[config.mk]
export PLATFORM = sky130hd
export DESIGN_NAME = uart_fifo_mmio
export DESIGN_NICKNAME = d
export VERILOG_FILES = /design/src/rtl/uart_fifo_mmio.sv
export SDC_FILE = /design/constraint.sdc
export NUM_CORES = 1
export LEC_CHECK = 0
export CORE_UTILIZATION = 26
export CTS_BUF_LIST = sky130_fd_sc_hd__clkbuf_4 sky130_fd_sc_hd__clkbuf_8
export DETAILED_ROUTE_END_ITERATION = 10
export GPL_ROUTABILITY_DRIVEN = 0
export HOLD_SLACK_MARGIN = 0.08
export RECOVER_POWER = 100
export SLEW_MARGIN = 20
export SYNTH_ARGS = -nofsm -noshare
export SYNTH_HDL_FRONTEND = slang
export SYNTH_SLANG_ARGS = --single-unit
[constraint.sdc]
create_clock -name clk -period 8.4 [get_ports clk]
set_input_delay 1.68 -clock clk [delete_from_list [all_inputs] [get_ports clk]]
set_output_delay 1.68 -clock clk [all_outputs]
set_load 0.05 [all_outputs]
[src/rtl/uart_fifo_mmio.sv]
// rtl/uart_fifo_mmio.sv - buffered 8N1 UART peripheral for the picorv32 native bus
// TX/RX FIFOs behind a DATA/STATUS/LEVEL register window with one-cycle acknowledge.

module uart_fifo_mmio_fifo #(
    parameter int DEPTH = 16,
    parameter int W     = 8
) (
    input  logic         clk_i,
    input  logic         rst_i,
    input  logic         push_i,
    input  logic [W-1:0] wdata_i,
    input  logic         pop_i,
    output logic [W-1:0] rdata_o,
    output logic [8:0]   count_o,
    output logic         full_o,
    output logic         empty_o
);
    localparam int AW = (DEPTH > 1) ? $clog2(DEPTH) : 1;

    logic [W-1:0]  mem_q [DEPTH];
    logic [AW-1:0] wr_ptr_q, rd_ptr_q;
    logic [8:0]    count_q;
    logic          do_push, do_pop;

    // A full FIFO still accepts a push when the head leaves in the same cycle.
    assign do_pop  = pop_i && (count_q != 9'd0);
    assign do_push = push_i && ((count_q != 9'(DEPTH)) || do_pop);

    always_ff @(posedge clk_i) begin
        if (do_push) begin
            mem_q[wr_ptr_q] <= wdata_i;
        end
    end

    always_ff @(posedge clk_i) begin
        if (rst_i) begin
            wr_ptr_q <= '0;
            rd_ptr_q <= '0;
            count_q  <= 9'd0;
        end else begin
            if (do_push) wr_ptr_q <= wr_ptr_q + 1'b1;
            if (do_pop)  rd_ptr_q <= rd_ptr_q + 1'b1;
            count_q <= count_q + {8'd0, do_push} - {8'd0, do_pop};
        end
    end

    assign rdata_o = mem_q[rd_ptr_q];
    assign count_o = count_q;
    assign full_o  = (count_q == 9'(DEPTH));
    assign empty_o = (count_q == 9'd0);
endmodule

module uart_fifo_mmio #(
    parameter int CLK_FREQ   = 25_000_000,
    parameter int BAUD       = 115200,
    parameter int FIFO_DEPTH = 16
) (
    input  logic        clk,
    input  logic        rst,
    input  logic        cpu_valid,
    input  logic [3:0]  cpu_addr,
    input  logic [3:0]  cpu_wstrb,
    input  logic [31:0] cpu_wdata,
    output logic [31:0] cpu_rdata,
    output logic        cpu_ready,
    output logic        uart_tx,
    input  logic        uart_rx
);
    localparam int         DIV       = CLK_FREQ / BAUD;
    localparam logic [15:0] DIV_LAST  = 16'(DIV - 1);
    localparam logic [15:0] HALF_LAST = 16'(DIV / 2 - 1);

    typedef enum logic [1:0] {TX_IDLE, TX_START, TX_DATA, TX_STOP} tx_state_t;
    typedef enum logic [2:0] {RX_IDLE, RX_START, RX_DATA, RX_STOP, RX_WAITHI} rx_state_t;

    logic        ready_q;
    logic [31:0] rdata_q, rdata_d;
    logic        txovf_q, txovf_d, rxovr_q, rxovr_d, frerr_q, frerr_d;

    logic        accept, is_write, tx_push, rx_pop, w1c;
    logic [1:0]  reg_sel;
    logic [7:0]  status;

    logic [7:0]  tx_head, rx_head;
    logic [8:0]  tx_count, rx_count;
    logic        tx_full, tx_empty, rx_full, rx_empty;

    tx_state_t   tx_state_q, tx_state_d;
    logic [15:0] tx_cnt_q, tx_cnt_d;
    logic [2:0]  tx_bit_q, tx_bit_d;
    logic [7:0]  tx_shift_q, tx_shift_d;
    logic        tx_line_q, tx_line_d;
    logic        tx_pop, tx_busy;

    rx_state_t   rx_state_q, rx_state_d;
    logic [15:0] rx_cnt_q, rx_cnt_d;
    logic [2:0]  rx_bit_q, rx_bit_d;
    logic [7:0]  rx_shift_q, rx_shift_d;
    logic        rx_s1_q, rx_s2_q, rx_prev_q;
    logic        rx_push, rx_frerr;

    logic        unused_bits;
    assign unused_bits = ^{cpu_addr[1:0], cpu_wdata[31:8], tx_count[8], rx_count[8]};

    // A request is taken only while no acknowledge is pending, so a held cpu_valid never repeats it.
    assign accept   = cpu_valid && !ready_q;
    assign is_write = |cpu_wstrb;
    assign reg_sel  = cpu_addr[3:2];
    assign tx_push  = accept && (reg_sel == 2'd0) && cpu_wstrb[0];
    assign rx_pop   = accept && (reg_sel == 2'd0) && !is_write && !rx_empty;
    assign w1c      = accept && (reg_sel == 2'd1) && cpu_wstrb[0];
    assign tx_busy  = (tx_state_q != TX_IDLE);
    assign status   = {txovf_q, frerr_q, rxovr_q, tx_busy, rx_full, !rx_empty, tx_empty, tx_full};

    uart_fifo_mmio_fifo #(.DEPTH(FIFO_DEPTH), .W(8)) u_tx_fifo (
        .clk_i(clk), .rst_i(rst), .push_i(tx_push), .wdata_i(cpu_wdata[7:0]), .pop_i(tx_pop),
        .rdata_o(tx_head), .count_o(tx_count), .full_o(tx_full), .empty_o(tx_empty)
    );

    uart_fifo_mmio_fifo #(.DEPTH(FIFO_DEPTH), .W(8)) u_rx_fifo (
        .clk_i(clk), .rst_i(rst), .push_i(rx_push), .wdata_i(rx_shift_q), .pop_i(rx_pop),
        .rdata_o(rx_head), .count_o(rx_count), .full_o(rx_full), .empty_o(rx_empty)
    );

    always_comb begin
        rdata_d = 32'd0;
        if (accept && !is_write) begin
            case (reg_sel)
                2'd0: if (!rx_empty) rdata_d = {23'd0, 1'b1, rx_head};
                2'd1: rdata_d = {24'd0, status};
                2'd2: rdata_d = {16'd0, rx_count[7:0], tx_count[7:0]};
                default: rdata_d = 32'd0;
            endcase
        end
    end

    // Sticky flags: a new event in the same cycle as its clear keeps the flag set.
    always_comb begin
        txovf_d = (txovf_q && !(w1c && cpu_wdata[7])) || (tx_push && tx_full && !tx_pop);
        rxovr_d = (rxovr_q && !(w1c && cpu_wdata[5])) || (rx_push && rx_full && !rx_pop);
        frerr_d = (frerr_q && !(w1c && cpu_wdata[6])) || rx_frerr;
    end

    always_ff @(posedge clk) begin
        if (rst) begin
            ready_q <= 1'b0;
            rdata_q <= 32'd0;
            txovf_q <= 1'b0;
            rxovr_q <= 1'b0;
            frerr_q <= 1'b0;
        end else begin
            ready_q <= accept;
            rdata_q <= rdata_d;
            txovf_q <= txovf_d;
            rxovr_q <= rxovr_d;
            frerr_q <= frerr_d;
        end
    end

    always_comb begin
        tx_state_d = tx_state_q;
        tx_cnt_d   = tx_cnt_q;
        tx_bit_d   = tx_bit_q;
        tx_shift_d = tx_shift_q;
        tx_pop     = 1'b0;
        case (tx_state_q)
            TX_IDLE: begin
                if (!tx_empty) begin
                    tx_pop     = 1'b1;
                    tx_shift_d = tx_head;
                    tx_cnt_d   = 16'd0;
                    tx_state_d = TX_START;
                end
            end
            TX_START: begin
                if (tx_cnt_q == DIV_LAST) begin
                    tx_cnt_d   = 16'd0;
                    tx_bit_d   = 3'd0;
                    tx_state_d = TX_DATA;
                end else begin
                    tx_cnt_d = tx_cnt_q + 16'd1;
                end
            end
            TX_DATA: begin
                if (tx_cnt_q == DIV_LAST) begin
                    tx_cnt_d   = 16'd0;
                    tx_shift_d = {1'b0, tx_shift_q[7:1]};
                    tx_bit_d   = tx_bit_q + 3'd1;
                    if (tx_bit_q == 3'd7) tx_state_d = TX_STOP;
                end else begin
                    tx_cnt_d = tx_cnt_q + 16'd1;
                end
            end
            TX_STOP: begin
                if (tx_cnt_q == DIV_LAST) begin
                    tx_cnt_d   = 16'd0;
                    tx_state_d = TX_IDLE;
                end else begin
                    tx_cnt_d = tx_cnt_q + 16'd1;
                end
            end
            default: tx_state_d = TX_IDLE;
        endcase
    end

    // The line is registered from the current state, so it lags the state by one cycle.
    always_comb begin
        case (tx_state_q)
            TX_START: tx_line_d = 1'b0;
            TX_DATA:  tx_line_d = tx_shift_q[0];
            default:  tx_line_d = 1'b1;
        endcase
    end

    always_ff @(posedge clk) begin
        if (rst) begin
            tx_state_q <= TX_IDLE;
            tx_cnt_q   <= 16'd0;
            tx_bit_q   <= 3'd0;
            tx_shift_q <= 8'd0;
            tx_line_q  <= 1'b1;
        end else begin
            tx_state_q <= tx_state_d;
            tx_cnt_q   <= tx_cnt_d;
            tx_bit_q   <= tx_bit_d;
            tx_shift_q <= tx_shift_d;
            tx_line_q  <= tx_line_d;
        end
    end

    always_comb begin
        rx_state_d = rx_state_q;
        rx_cnt_d   = rx_cnt_q;
        rx_bit_d   = rx_bit_q;
        rx_shift_d = rx_shift_q;
        rx_push    = 1'b0;
        rx_frerr   = 1'b0;
        case (rx_state_q)
            RX_IDLE: begin
                if (rx_prev_q && !rx_s2_q) begin
                    rx_cnt_d   = 16'd0;
                    rx_state_d = RX_START;
                end
            end
            RX_START: begin
                if (rx_cnt_q == HALF_LAST) begin
                    rx_cnt_d   = 16'd0;
                    rx_bit_d   = 3'd0;
                    rx_state_d = rx_s2_q ? RX_IDLE : RX_DATA;
                end else begin
                    rx_cnt_d = rx_cnt_q + 16'd1;
                end
            end
            RX_DATA: begin
                if (rx_cnt_q == DIV_LAST) begin
                    rx_cnt_d   = 16'd0;
                    rx_shift_d = {rx_s2_q, rx_shift_q[7:1]};
                    rx_bit_d   = rx_bit_q + 3'd1;
                    if (rx_bit_q == 3'd7) rx_state_d = RX_STOP;
                end else begin
                    rx_cnt_d = rx_cnt_q + 16'd1;
                end
            end
            RX_STOP: begin
                if (rx_cnt_q == DIV_LAST) begin
                    rx_cnt_d = 16'd0;
                    if (rx_s2_q) begin
                        rx_push    = 1'b1;
                        rx_state_d = RX_IDLE;
                    end else begin
                        rx_frerr   = 1'b1;
                        rx_state_d = RX_WAITHI;
                    end
                end else begin
                    rx_cnt_d = rx_cnt_q + 16'd1;
                end
            end
            RX_WAITHI: begin
                if (rx_s2_q) rx_state_d = RX_IDLE;
            end
            default: rx_state_d = RX_IDLE;
        endcase
    end

    always_ff @(posedge clk) begin
        if (rst) begin
            rx_state_q <= RX_IDLE;
            rx_cnt_q   <= 16'd0;
            rx_bit_q   <= 3'd0;
            rx_shift_q <= 8'd0;
            rx_s1_q    <= 1'b1;
            rx_s2_q    <= 1'b1;
            rx_prev_q  <= 1'b1;
        end else begin
            rx_state_q <= rx_state_d;
            rx_cnt_q   <= rx_cnt_d;
            rx_bit_q   <= rx_bit_d;
            rx_shift_q <= rx_shift_d;
            rx_s1_q    <= uart_rx;
            rx_s2_q    <= rx_s1_q;
            rx_prev_q  <= rx_s2_q;
        end
    end

    assign cpu_ready = ready_q;
    assign cpu_rdata = rdata_q;
    assign uart_tx   = tx_line_q;
endmodule
==> summary.md, run 1 <==
| Metric | Value |
|---|---|
| Worst r2r dst | `u_rx_fifo.mem_q[1][1]$_DFFE_PP_` |
| Peak supply drop | `0.136 mV` |
| Min-delay src | `rx_s1_q$_SDFF_PP1_` |
| Setup slack after layout | `3.12 ns` |
| Fin. Hold Viols | `0` |
| Number of gates resized after cts | `0` |
| Clk_skew | `0.0309 ns` |
| Sequential element share of the synthesized area | `0.631` |
| DRT antenna net count | `0` |
| CP max stage cell | `nor3_1` |
| Delay of the slowest critical-path stage | `1.27 ns` |
| Root buf cell | `clkbuf_8` |
| IO Pins | `78` |
| Worst Path Required | `8.61 ns` |
| CP cell instances | `dlygate4sd3_1, nor4_1, nand3b_1, o41ai_1, and3_1, nand2_1, nor3_1` |
| Worst Path Arrival | `5.49 ns` |
| Post-CTS setup buffer count | `0` |
| Worst slack at placement | `2.87 ns` |
| RSZ-0062 raised after global routing | `false` |
| Failing checks | `capacitance limit, slew limit` |
| Fin nets | `1320` |
| #FFs+latches synth | `381` |
| Latest clock arrival within the worst-skew pair | `0.64 ns` |
| Worst-path clk slew | `0.06 ns` |
| Crit end category | `flip-flop` |
| Clock period minus worst slack | `5.28 ns` |
| Area contributors post-synth | `edfxtp_1 48%, dfxtp_1 16%, mux4_2 9.2%` |
| Distinct cells, synth | `67` |
| Area leader, netlist | `edfxtp_1` |
| Async SR Flop Fraction | `0` |
| Initial antenna violation count | `4` |
| Hold Crit Class | `flip-flop to flip-flop` |
| Number of global-route vias before repair | `9381` |
| Cell Area, Synth | `16100 µm²` |
| TritonCTS buffer count | `60` |
| Drt wl/cell | `15.7 µm` |
| Post-detail-place hpwl | `20700 µm` |
| DRC | `0` |
| CP Class | `input pin to flip-flop` |
| Full die area | `63100 µm²` |
| Horiz. Die Dim | `251 µm` |
| Hold Path Depth | `1` |
| Gr usage total | `0.103` |
| Worst-margin pin slew | `3.21 ns` |
| IO buf count | `35` |
| Setup violations, final | `0` |
| # H-tree levels | `2` |
| Rel. slew slack | `-1.14` |
| Placed Cells incl. Taps | `1948` |
| Share of layout cells above drive strength 1 | `0.153` |
| Largest net degree at the start of global routing | `75` |
| DR iter-0 viols | `528` |
| Status | `complete, but fails checks` |
| Final wirelength | `32400 µm` |
| Ys Warns | `0` |
| Starting Density | `0.265` |
| Hold EP | `rx_s2_q$_SDFF_PP1_` |
| Worst R2R Start | `u_rx_fifo.count_o[3]$_SDFF_PP0_` |
| DR vias | `9308` |
| Synthesized area per cell | `13.8 µm²` |
| Pre-antenna DRT Iters | `5` |
| Share of the synthesized area in the top cell type | `0.476` |
| Core area | `60800 µm²` |
| TritonCTS clock tree | `built` |
| Max Cap Viol | `3` |
| Leak Pwr | `6.15 nW` |
| CP Max Fanout | `8` |
| Period utilization | `0.629` |
| Hold buffers post-CTS | `0` |
| Floorplan die height | `251 µm` |
| Post-synth EDFFs | `256` |
| Drt via density | `4.51` |
| Longest Clk Path Bufs | `3` |
| Top_reg_cell synth | `edfxtp_1` |
| Layout Area Growth over Synthesis | `15.5%` |
| Power Total | `4.86 mW` |
| Fin cells | `2063` |
| First-pass GRT wire length | `51700 µm` |
| Maximum clock frequency | `0.189 GHz` |
| Total gr overflow | `0` |
| Std cell rows | `90` |
| Setup TNS | `0 ns` |
| Clk sinks | `381` |
| Cell count after synthesis | `1173` |
| Pwr/cell area | `261 nW/µm²` |
| R2r setup slk | `4.09 ns` |
| Max Transition Viols Final | `93` |
| Startpoint type of the worst setup path | `input pin` |
| R2r worst-path depth | `8` |
-- routing by layer --
layer | up-vias | routed length (µm) | global-route usage
met5 | - | 33 | 0
met4 | 6 | 677 | 0.0328
met3 | 58 | 1530 | 0.0200
met2 | 188 | 15100 | 0.170
met1 | 4593 | 15000 | 0.136
li1 | 4463 | - | -
-- where the power goes --
group	internal [mW]	total, mW	switching, mW
clock	1.06	1.81	0.751
sequential	2.07	2.17	0.101
combinational	0.396	0.875	0.479
total	3.52	4.86	1.33
-- synthesized netlist by cell type (6+ instances only) --
cell type and count:
nor2b_1 14, or3_1 6, buf_4 18, a21oi_1 36
ha_1 46, mux4_2 66, edfxtp_1 256, xnor2_1 18
nor3_1 21, buf_1 6, and2_1 10, a2111oi_0 7
o21ai_0 19, nand4_1 16, nand3_1 23, clkbuf_1 31
dfxtp_1 125, and3_1 11, nor2_1 146, nand2b_1 14
nand2_1 44, buf_2 12, a21o_1 8, nor4_1 9
inv_1 51, xor2_1 26, o22ai_1 16, or2_2 6
a211oi_1 13, mux2i_1 23
-- flip-flops by register name, indices dropped and copies added, names as in the netlist, 4 cells and up, named ones only --
signal,cells
tx_shift_q,8
u_tx_fifo.mem_q,128
rx_cnt_q,16
u_tx_fifo.rd_ptr_q,4
rx_shift_q,8
cpu_rdata,16
u_rx_fifo.wr_ptr_q,4
u_tx_fifo.wr_ptr_q,4
u_rx_fifo.count_o,9
u_rx_fifo.rd_ptr_q,4
u_tx_fifo.count_o,9
tx_cnt_q,16
u_rx_fifo.mem_q,128
-- logic make-up after synthesis --
kind of cell | synth area share
XOR/XNOR | 0.0239
buffers and inverters | 0.0339
adder cells (fa/ha/maj) | 0.0381
other | 0.000232
flip-flops | 0.631
AO/OA/AOI/OAI | 0.0531
multiplexers | 0.110
AND/OR/NAND/NOR | 0.110
-- critical path, delay by kind of cell --
kind,cells,cell delay [ns]
AO/OA/AOI/OAI,1,0.79
AND/OR/NAND/NOR,5,2.46
buffers and inverters,1,0.55
-- metrics by stage --
stage / instance area [µm²] / utilization / hold slack [ns]
2_1_floorplan: 16200 / - / 0.389
3_3_place_gp: 17300 / 0.284 / 0.442
3_5_place_dp: 17300 / 0.284 / 0.433
4_1_cts: 18700 / 0.307 / 0.450
5_1_grt: 18600 / 0.307 / 0.465
6_report: 18600 / 0.307 / 0.447
-- how the worst max path moves through the flow --
| stage | from | to | slack, ns | depth (start not counted) |
|---|---|---|---|---|
| floorplan | cpu_wstrb[1] | u_rx_fifo.count_o[8]$_SDFF_PP0_ | 4.09 | 14 |
| global placement | cpu_addr[3] | u_tx_fifo.count_o[8]$_SDFF_PP0_ | 2.96 | 13 |
| detailed placement | cpu_addr[3] | u_tx_fifo.count_o[8]$_SDFF_PP0_ | 2.87 | 13 |
| CTS | cpu_addr[3] | u_tx_fifo.count_o[8]$_SDFF_PP0_ | 3.56 | 13 |
| global route | cpu_wstrb[0] | u_rx_fifo.mem_q[1][1]$_DFFE_PP_ | 2.86 | 7 |
| finish | cpu_wstrb[0] | u_rx_fifo.mem_q[1][1]$_DFFE_PP_ | 3.12 | 7 |
-- layout make-up --
type	count	area [µm²]
Timing Repair Buffer	47	408
Clock buffer	82	1050
Multi-Input combinational cell	687	5450
Antenna cell	1	2.50
Inverter	51	191
Tap cell	782	978
Fill cell	6030	42200
Clock inverter	32	374
Sequential cell	381	10200
-- cell usage in the layout, fill, tap and decap left out, types with 6 or more instances in the layout --
cell type        n
a211oi_1        13
nand2_1         44
inv_1           51
edfxtp_1       256
bufinv_16        8
and2_0           7
o21ai_0         21
nor2b_1         14
clkbuf_1         8
dfxtp_1        123
clkbuf_8        69
clkbuf_4        13
xor2_1          26
conb_1          16
mux4_2          66
and3_1          11
nor3_1          21
clkinv_1        10
xnor2_1         18
mux2i_1         23
nand4_1         16
ha_1            46
or2_2            6
nand3_1         23
nand2b_1        14
or3_1            6
o22ai_1         16
clkinv_2        10
nor2_1         146
nor4_1          10
a2111oi_0        7
a21oi_1         36
a21o_1           9
dlygate4sd3_1   29
Power figures use the tool's default switching activity.
==> run 2, diff against run 1 <==
Clock period 8.4 ns to 5.1 ns, I/O delays scaled along.
==> run 2 against run 1 <==
Compared with the run above:
- hold slack better by 0.018 ns
- the run still ends with capacitance limit, slew limit left
- combinational power up 66%
- via count up 1.8%
- non-clock buffer count up 15
- wire length up 2.8%
- clock skew up 0.0036 ns
- worst setup slack worse by 2.4 ns
==> summary.md, run 2 (synthesis gave the netlist of run 1 again) <==
| Metric | Value |
|---|---|
| Worst Path Arrival | `4.82 ns (was 5.49 ns)` |
| Fin. Hold Viols | `0 (unchanged)` |
| Max Transition Viols Final | `45 (was 93)` |
| TritonCTS buffer count | `66 (was 60)` |
| Share of layout cells above drive strength 1 | `0.156 (was 0.153)` |
| Starting Density | `0.265 (unchanged)` |
| Layout Area Growth over Synthesis | `16.0% (was 15.5%)` |
| Logic pwr share | `0.181 (was 0.180)` |
| Pwr/cell area | `428 nW/µm² (was 261 nW/µm²)` |
| Post-CTS setup buffer count | `0 (unchanged)` |
| Most frequent cells in the layout | `256 x edfxtp_1, 146 x nor2_1, 123 x dfxtp_1, 77 x clkbuf_8, 66 x mux4_2 (was 256 x edfxtp_1, 146 x nor2_1, 123 x dfxtp_1, 69 x clkbuf_8, 66 x mux4_2)` |
| Maximum clock frequency | `0.226 GHz` |
| Peak supply drop | `0.154 mV (was 0.136 mV)` |
| FILL cells | `5998 (was 6030)` |
| Worst-path clk slew | `0.06 ns (about the same)` |
| Top Registers | `u_rx_fifo.mem_q: 128 flops, u_tx_fifo.mem_q: 128 flops (unchanged)` |
| Floorplan die height | `251 µm (unchanged)` |
| Number of global-route vias before repair | `9636 (was 9381)` |
| Fin nets | `1341 (was 1320)` |
| Setup TNS | `0 ns (unchanged)` |
| WHS | `0.465 ns (was 0.447 ns)` |
| Root buf cell | `clkbuf_8 (unchanged)` |
| Failing checks | `capacitance limit, slew limit (unchanged)` |
| DR vias | `9479 (was 9308)` |
| CP Max Fanout | `18 (was 8)` |
| Max Cap Viol | `1 (was 3)` |
| Worst Path Required | `5.50 ns (was 8.61 ns)` |
| DRT antenna net count | `0 (unchanged)` |
| # H-tree levels | `3 (was 2)` |
| Clk sinks | `381 (unchanged)` |
| Longest Clk Path Bufs | `3 (unchanged)` |
| Rel. slew slack | `-0.432 (was -1.14)` |
| Horiz. Die Dim | `251 µm (unchanged)` |
| R2r worst-path depth | `16 (was 8)` |
| Drt via density | `4.55 (was 4.51)` |
| Clock power share | `0.374 (about the same)` |
| Number of gates resized after cts | `0 (unchanged)` |
| Setup violations, final | `0 (unchanged)` |
| Period utilization | `0.866` |
| Clock period minus worst slack | `4.42 ns` |
| Core area | `60800 µm² (unchanged)` |
| IO buf count | `35 (unchanged)` |
| CP Class | `input pin to flip-flop (unchanged)` |
| Hold Crit Class | `flip-flop to flip-flop (unchanged)` |
| Total gr overflow | `0 (unchanged)` |
| Placed instance area | `17400 µm² (was 17300 µm²)` |
| Fin cells | `2084 (was 2063)` |
| DRC | `0 (unchanged)` |
| RSZ-0062 raised after global routing | `false (unchanged)` |
| Power Total | `8.00 mW (was 4.86 mW)` |
| Leak Pwr | `6.18 nW (was 6.15 nW)` |
| Initial antenna violation count | `4 (unchanged)` |
| Final wirelength | `33300 µm (was 32400 µm)` |
| Reg power frac | `0.446 (about the same)` |
| Hold Path Depth | `1 (unchanged)` |
| Psw | `2.18 mW (was 1.33 mW)` |
| Post-detail-place hpwl | `21400 µm (was 20700 µm)` |
| Internal power | `5.82 mW (was 3.52 mW)` |
| Design area | `18700 µm² (was 18600 µm²)` |
| DR iter-0 viols | `563 (was 528)` |
| IO Pins | `78 (unchanged)` |
| Std cell rows | `90 (unchanged)` |
| Sw Ratio | `0.273 (was 0.274)` |
| Pre-antenna DRT Iters | `4 (was 5)` |
| Status | `complete, but fails checks (unchanged)` |
| Startpoint type of the worst setup path | `input pin (unchanged)` |
| TritonCTS clock tree | `built (unchanged)` |
| Placed Cells incl. Taps | `1963 (was 1948)` |
| Full die area | `63100 µm² (unchanged)` |
| Crit end category | `flip-flop (unchanged)` |
| Gr usage total | `0.107 (was 0.103)` |
| Latest clock arrival within the worst-skew pair | `0.61 ns (was 0.64 ns)` |
| Drt wl/cell | `16.0 µm (was 15.7 µm)` |
| Worst-margin pin slew | `2.15 ns (was 3.21 ns)` |
| First-pass GRT wire length | `53200 µm (was 51700 µm)` |
| Commonest non-fill, non-tap cell in the layout | `edfxtp_1 (unchanged)` |
| Clk_skew | `0.0346 ns (was 0.0309 ns)` |
| Hold buffers post-CTS | `0 (unchanged)` |
| Largest net degree at the start of global routing | `45 (was 75)` |
==> run 2: worst max-delay path, cell delays in order <==
cell           delay [ns]
dlygate4sd3_1        0.57
clkbuf_1             0.33
nor4_1               0.88
ha_1                 0.37
inv_1                0.05
ha_1                 0.15
inv_1                0.05
fa_1                 0.37
nor2b_1              0.16
o21ai_0              0.15
a211oi_1             0.34
o41a_1               0.20
xnor2_1              0.12
nor2_1               0.05
==> run 2: final timing paths <==
| path | start | end | slack (ns) |
|---|---|---|---|
| setup / recovery | cpu_addr[3] | u_rx_fifo.count_o[8]$_SDFF_PP0_ | 0.68 |
| hold / removal | cpu_ready$_SDFF_PP0_ | cpu_ready$_SDFF_PP0_ | 0.47 |
| setup reg to reg | u_rx_fifo.count_o[3]$_SDFF_PP0_ | u_rx_fifo.count_o[8]$_SDFF_PP0_ | 1.06 |
| hold reg to reg | cpu_ready$_SDFF_PP0_ | cpu_ready$_SDFF_PP0_ | 0.47 |
==> run 2: through the flow <==
| step | utilization | worst slack [ns] |
|---|---|---|
| after floorplan | - | 1.45 |
| after global placement | 0.286 | 0.622 |
| after detailed placement | 0.286 | 0.573 |
| after CTS | 0.309 | 1.20 |
| after global routing | 0.308 | 0.491 |
| final | 0.308 | 0.683 |
==> run 2: metal layers <==
metal	track usage	routed length, µm
met1	0.141	15200
met3	0.0191	1450
met5	0	39
met2	0.174	15800
met4	0.0430	742
==> run 2: area by class of cell <==
| class | count | area (µm²) | share of cell area |
|---|---|---|---|
| timing repair buffer | 62 | 464 | 0.0248 |
| multi-input combinational | 687 | 5450 | 0.291 |
| inverter | 51 | 191 | 0.0102 |
| tap | 782 | 978 | 0.0523 |
| clock buffer | 94 | 1190 | 0.0634 |
| sequential | 381 | 10200 | 0.544 |
| clock inverter | 26 | 260 | 0.0139 |
| antenna | 1 | 2.50 | 0.000134 |
==> run 2: power groups by stage <==
stage | clock network (mW) | logic, mW | registers (mW)
final | 2.99 | 1.45 | 3.57
after global routing | 3.22 | 1.64 | 3.59
after CTS | 3.08 | 1.47 | 3.58
after detailed placement | 0 | 1.46 | 3.64
after global placement | 0 | 1.43 | 3.63
after floorplan | 0 | 1.23 | 3.55
==> run 3, diff against run 2 <==
Settings changed: CORE_MARGIN set to 3.
==> run 3 against run 2 <==
Compared with the run above:
- the flow still finishes with violations (capacitance limit, slew limit)
- sequential power hardly changed
- critical path type unchanged
- sequential cell count stayed put
- hold slack worse by 0.052 ns
==> summary.md, run 3 (synthesis gave the netlist of run 1 again) <==
| Metric | Value |
|---|---|
| Status | `complete, but fails checks (unchanged)` |
| Failing checks | `capacitance limit, slew limit (unchanged)` |
| Period utilization | `0.842 (was 0.866)` |
| IO Pins | `78 (unchanged)` |
| Drt wl/cell | `16.3 µm (was 16.0 µm)` |
| Layout Area Growth over Synthesis | `15.5% (was 16.0%)` |
| Number of gates resized after cts | `0 (unchanged)` |
| Worst-path clk slew | `0.07 ns (was 0.06 ns)` |
| Initial antenna violation count | `4 (unchanged)` |
| Leak Pwr | `6.13 nW (was 6.18 nW)` |
| Top Registers | `u_rx_fifo.mem_q: 128 flops, u_tx_fifo.mem_q: 128 flops (unchanged)` |
| Largest net degree at the start of global routing | `39 (was 45)` |
| DR vias | `9483 (was 9479)` |
| Total gr overflow | `0 (unchanged)` |
| Worst Path Arrival | `4.74 ns (was 4.82 ns)` |
| Most frequent cells in the layout | `256 x edfxtp_1, 146 x nor2_1, 123 x dfxtp_1, 72 x clkbuf_8, 66 x mux4_2 (was 256 x edfxtp_1, 146 x nor2_1, 123 x dfxtp_1, 77 x clkbuf_8, 66 x mux4_2)` |
| DRT antenna net count | `0 (unchanged)` |
| GRT met2 Usage | `0.182 (was 0.174)` |
| TritonCTS buffer count | `60 (was 66)` |
| Floorplan die height | `255 µm (was 251 µm)` |
| TritonCTS clock tree | `built (unchanged)` |
| CP Max Fanout | `15 (was 18)` |
| Max Cap Viol | `2 (was 1)` |
| Core area | `60900 µm² (was 60800 µm²)` |
| # H-tree levels | `2 (was 3)` |
| Longest Clk Path Bufs | `3 (unchanged)` |
| Max Transition Viols Final | `71 (was 45)` |
| Fin. Hold Viols | `0 (unchanged)` |
| GR Layer Usage met3 | `0.0227 (was 0.0191)` |
| Setup TNS | `0 ns (unchanged)` |
| Peak supply drop | `0.205 mV (was 0.154 mV)` |
| Post-detail-place hpwl | `22600 µm (was 21400 µm)` |
| Pre-antenna DRT Iters | `5 (was 4)` |
| Share of layout cells above drive strength 1 | `0.158 (was 0.156)` |
| Drt via density | `4.48 (was 4.55)` |
| CP Class | `input pin to flip-flop (unchanged)` |
| Pwr/cell area | `418 nW/µm² (was 428 nW/µm²)` |
| Horiz. Die Dim | `255 µm (was 251 µm)` |
| DRC | `0 (unchanged)` |
| Startpoint type of the worst setup path | `input pin (unchanged)` |
| Rel. slew slack | `-0.128 (was -0.432)` |
| Root buf cell | `clkbuf_8 (unchanged)` |
| Placed Cells incl. Taps | `2003 (was 1963)` |
| Std cell rows | `90 (unchanged)` |
| Full die area | `65100 µm² (was 63100 µm²)` |
| Top cell family by delay on the critical path | `buffers and inverters (was simple AND/OR/NAND/NOR gates)` |
| Number of global-route vias before repair | `9795 (was 9636)` |
| Clk sinks | `381 (unchanged)` |
| IO buf count | `35 (unchanged)` |
| Power Total | `7.80 mW (was 8.00 mW)` |
| Maximum clock frequency | `0.233 GHz (was 0.226 GHz)` |
| RSZ-0062 raised after global routing | `false (unchanged)` |
| Clk_skew | `0.0543 ns (was 0.0346 ns)` |
| Starting Density | `0.265 (about the same)` |
| Hold Crit Class | `flip-flop to flip-flop (unchanged)` |
| Worst-margin pin slew | `1.69 ns (was 2.15 ns)` |
| CP cell instances | `dlygate4sd3_1, clkbuf_1, and4bb_1, nand2_1, nor2_1, clkbuf_1, ha_1, inv_1, fa_1, nor2b_1, o21ai_0, a211oi_1, o41ai_1, xnor2_1, nor2_1 (was dlygate4sd3_1, clkbuf_1, nor4_1, ha_1, inv_1, ha_1, inv_1, fa_1, nor2b_1, o21ai_0, a211oi_1, o41a_1, xnor2_1, nor2_1)` |
| Gr usage total | `0.107 (about the same)` |
| Worst Path Required | `5.54 ns (was 5.50 ns)` |
| Grt met1 use | `0.136 (was 0.141)` |
| CP Buf/Inv Count | `4 (unchanged)` |
| Setup violations, final | `0 (unchanged)` |
| GRT Max-Usage Layer | `met2 (unchanged)` |
| Fin cells | `2119 (was 2084)` |
| Commonest non-fill, non-tap cell in the layout | `edfxtp_1 (unchanged)` |
| Delay of the slowest critical-path stage | `0.62 ns (was 0.88 ns)` |
| CP max stage cell | `dlygate4sd3_1 (was nor4_1)` |
| Latest clock arrival within the worst-skew pair | `0.63 ns (was 0.61 ns)` |
| Final wirelength | `34600 µm (was 33300 µm)` |
| Post-CTS setup buffer count | `0 (unchanged)` |
| Fin nets | `1329 (was 1341)` |
| First-pass GRT wire length | `54400 µm (was 53200 µm)` |
| Hold buffers post-CTS | `0 (unchanged)` |
| Crit end category | `flip-flop (unchanged)` |
| DR iter-0 viols | `700 (was 563)` |
| Clock period minus worst slack | `4.29 ns (was 4.42 ns)` |
[run 3: cell type report]
type / count / area, µm²
clock inverter: 20 / 169
sequential: 381 / 10200
antenna: 2 / 5.00
tap: 828 / 1040
multi-input combinational: 687 / 5450
inverter: 51 / 191
clock buffer: 94 / 1160
fill: 6040 / 42300
timing repair buffer: 56 / 445
[run 3: layer usage]
metal / vias up / share of wire
li1: 4471 / -
met1: 4745 / 0.44
met2: 206 / 0.49
met3: 57 / 0.047
met4: 4 / 0.023
met5: - / 0.00066
[run 3: where the power goes]
group | leakage (nW) | switching [mW] | internal, mW
Clock | 0.711 | 1.21 | 1.56
Sequential | 3.35 | 0.189 | 3.40
Combinational | 2.07 | 0.781 | 0.655
Total | 6.13 | 2.18 | 5.61
[run 3: path summary, 6_finish.rpt]
| kind | cells past startpoint | from | end | slack, ns |
|---|---|---|---|---|
| max reg2reg | 16 | u_rx_fifo.count_o[3]$_SDFF_PP0_ | u_rx_fifo.count_o[8]$_SDFF_PP0_ | 1.09 |
| max | 15 | cpu_addr[3] | u_tx_fifo.count_o[8]$_SDFF_PP0_ | 0.81 |
| min | 1 | rx_s1_q$_SDFF_PP1_ | rx_s2_q$_SDFF_PP1_ | 0.41 |
| min reg2reg | 1 | rx_s1_q$_SDFF_PP1_ | rx_s2_q$_SDFF_PP1_ | 0.41 |
[run 3: stage by stage]
stage / hold slack [ns] / utilization / worst slack (ns) / instance area, µm²
floorplan: 0.389 / - / 1.45 / 16200
global placement: 0.401 / 0.285 / 0.534 / 17400
detailed placement: 0.402 / 0.285 / 0.496 / 17400
CTS: 0.418 / 0.307 / 1.17 / 18700
global route: 0.425 / 0.306 / 0.464 / 18600
finish: 0.413 / 0.306 / 0.807 / 18600
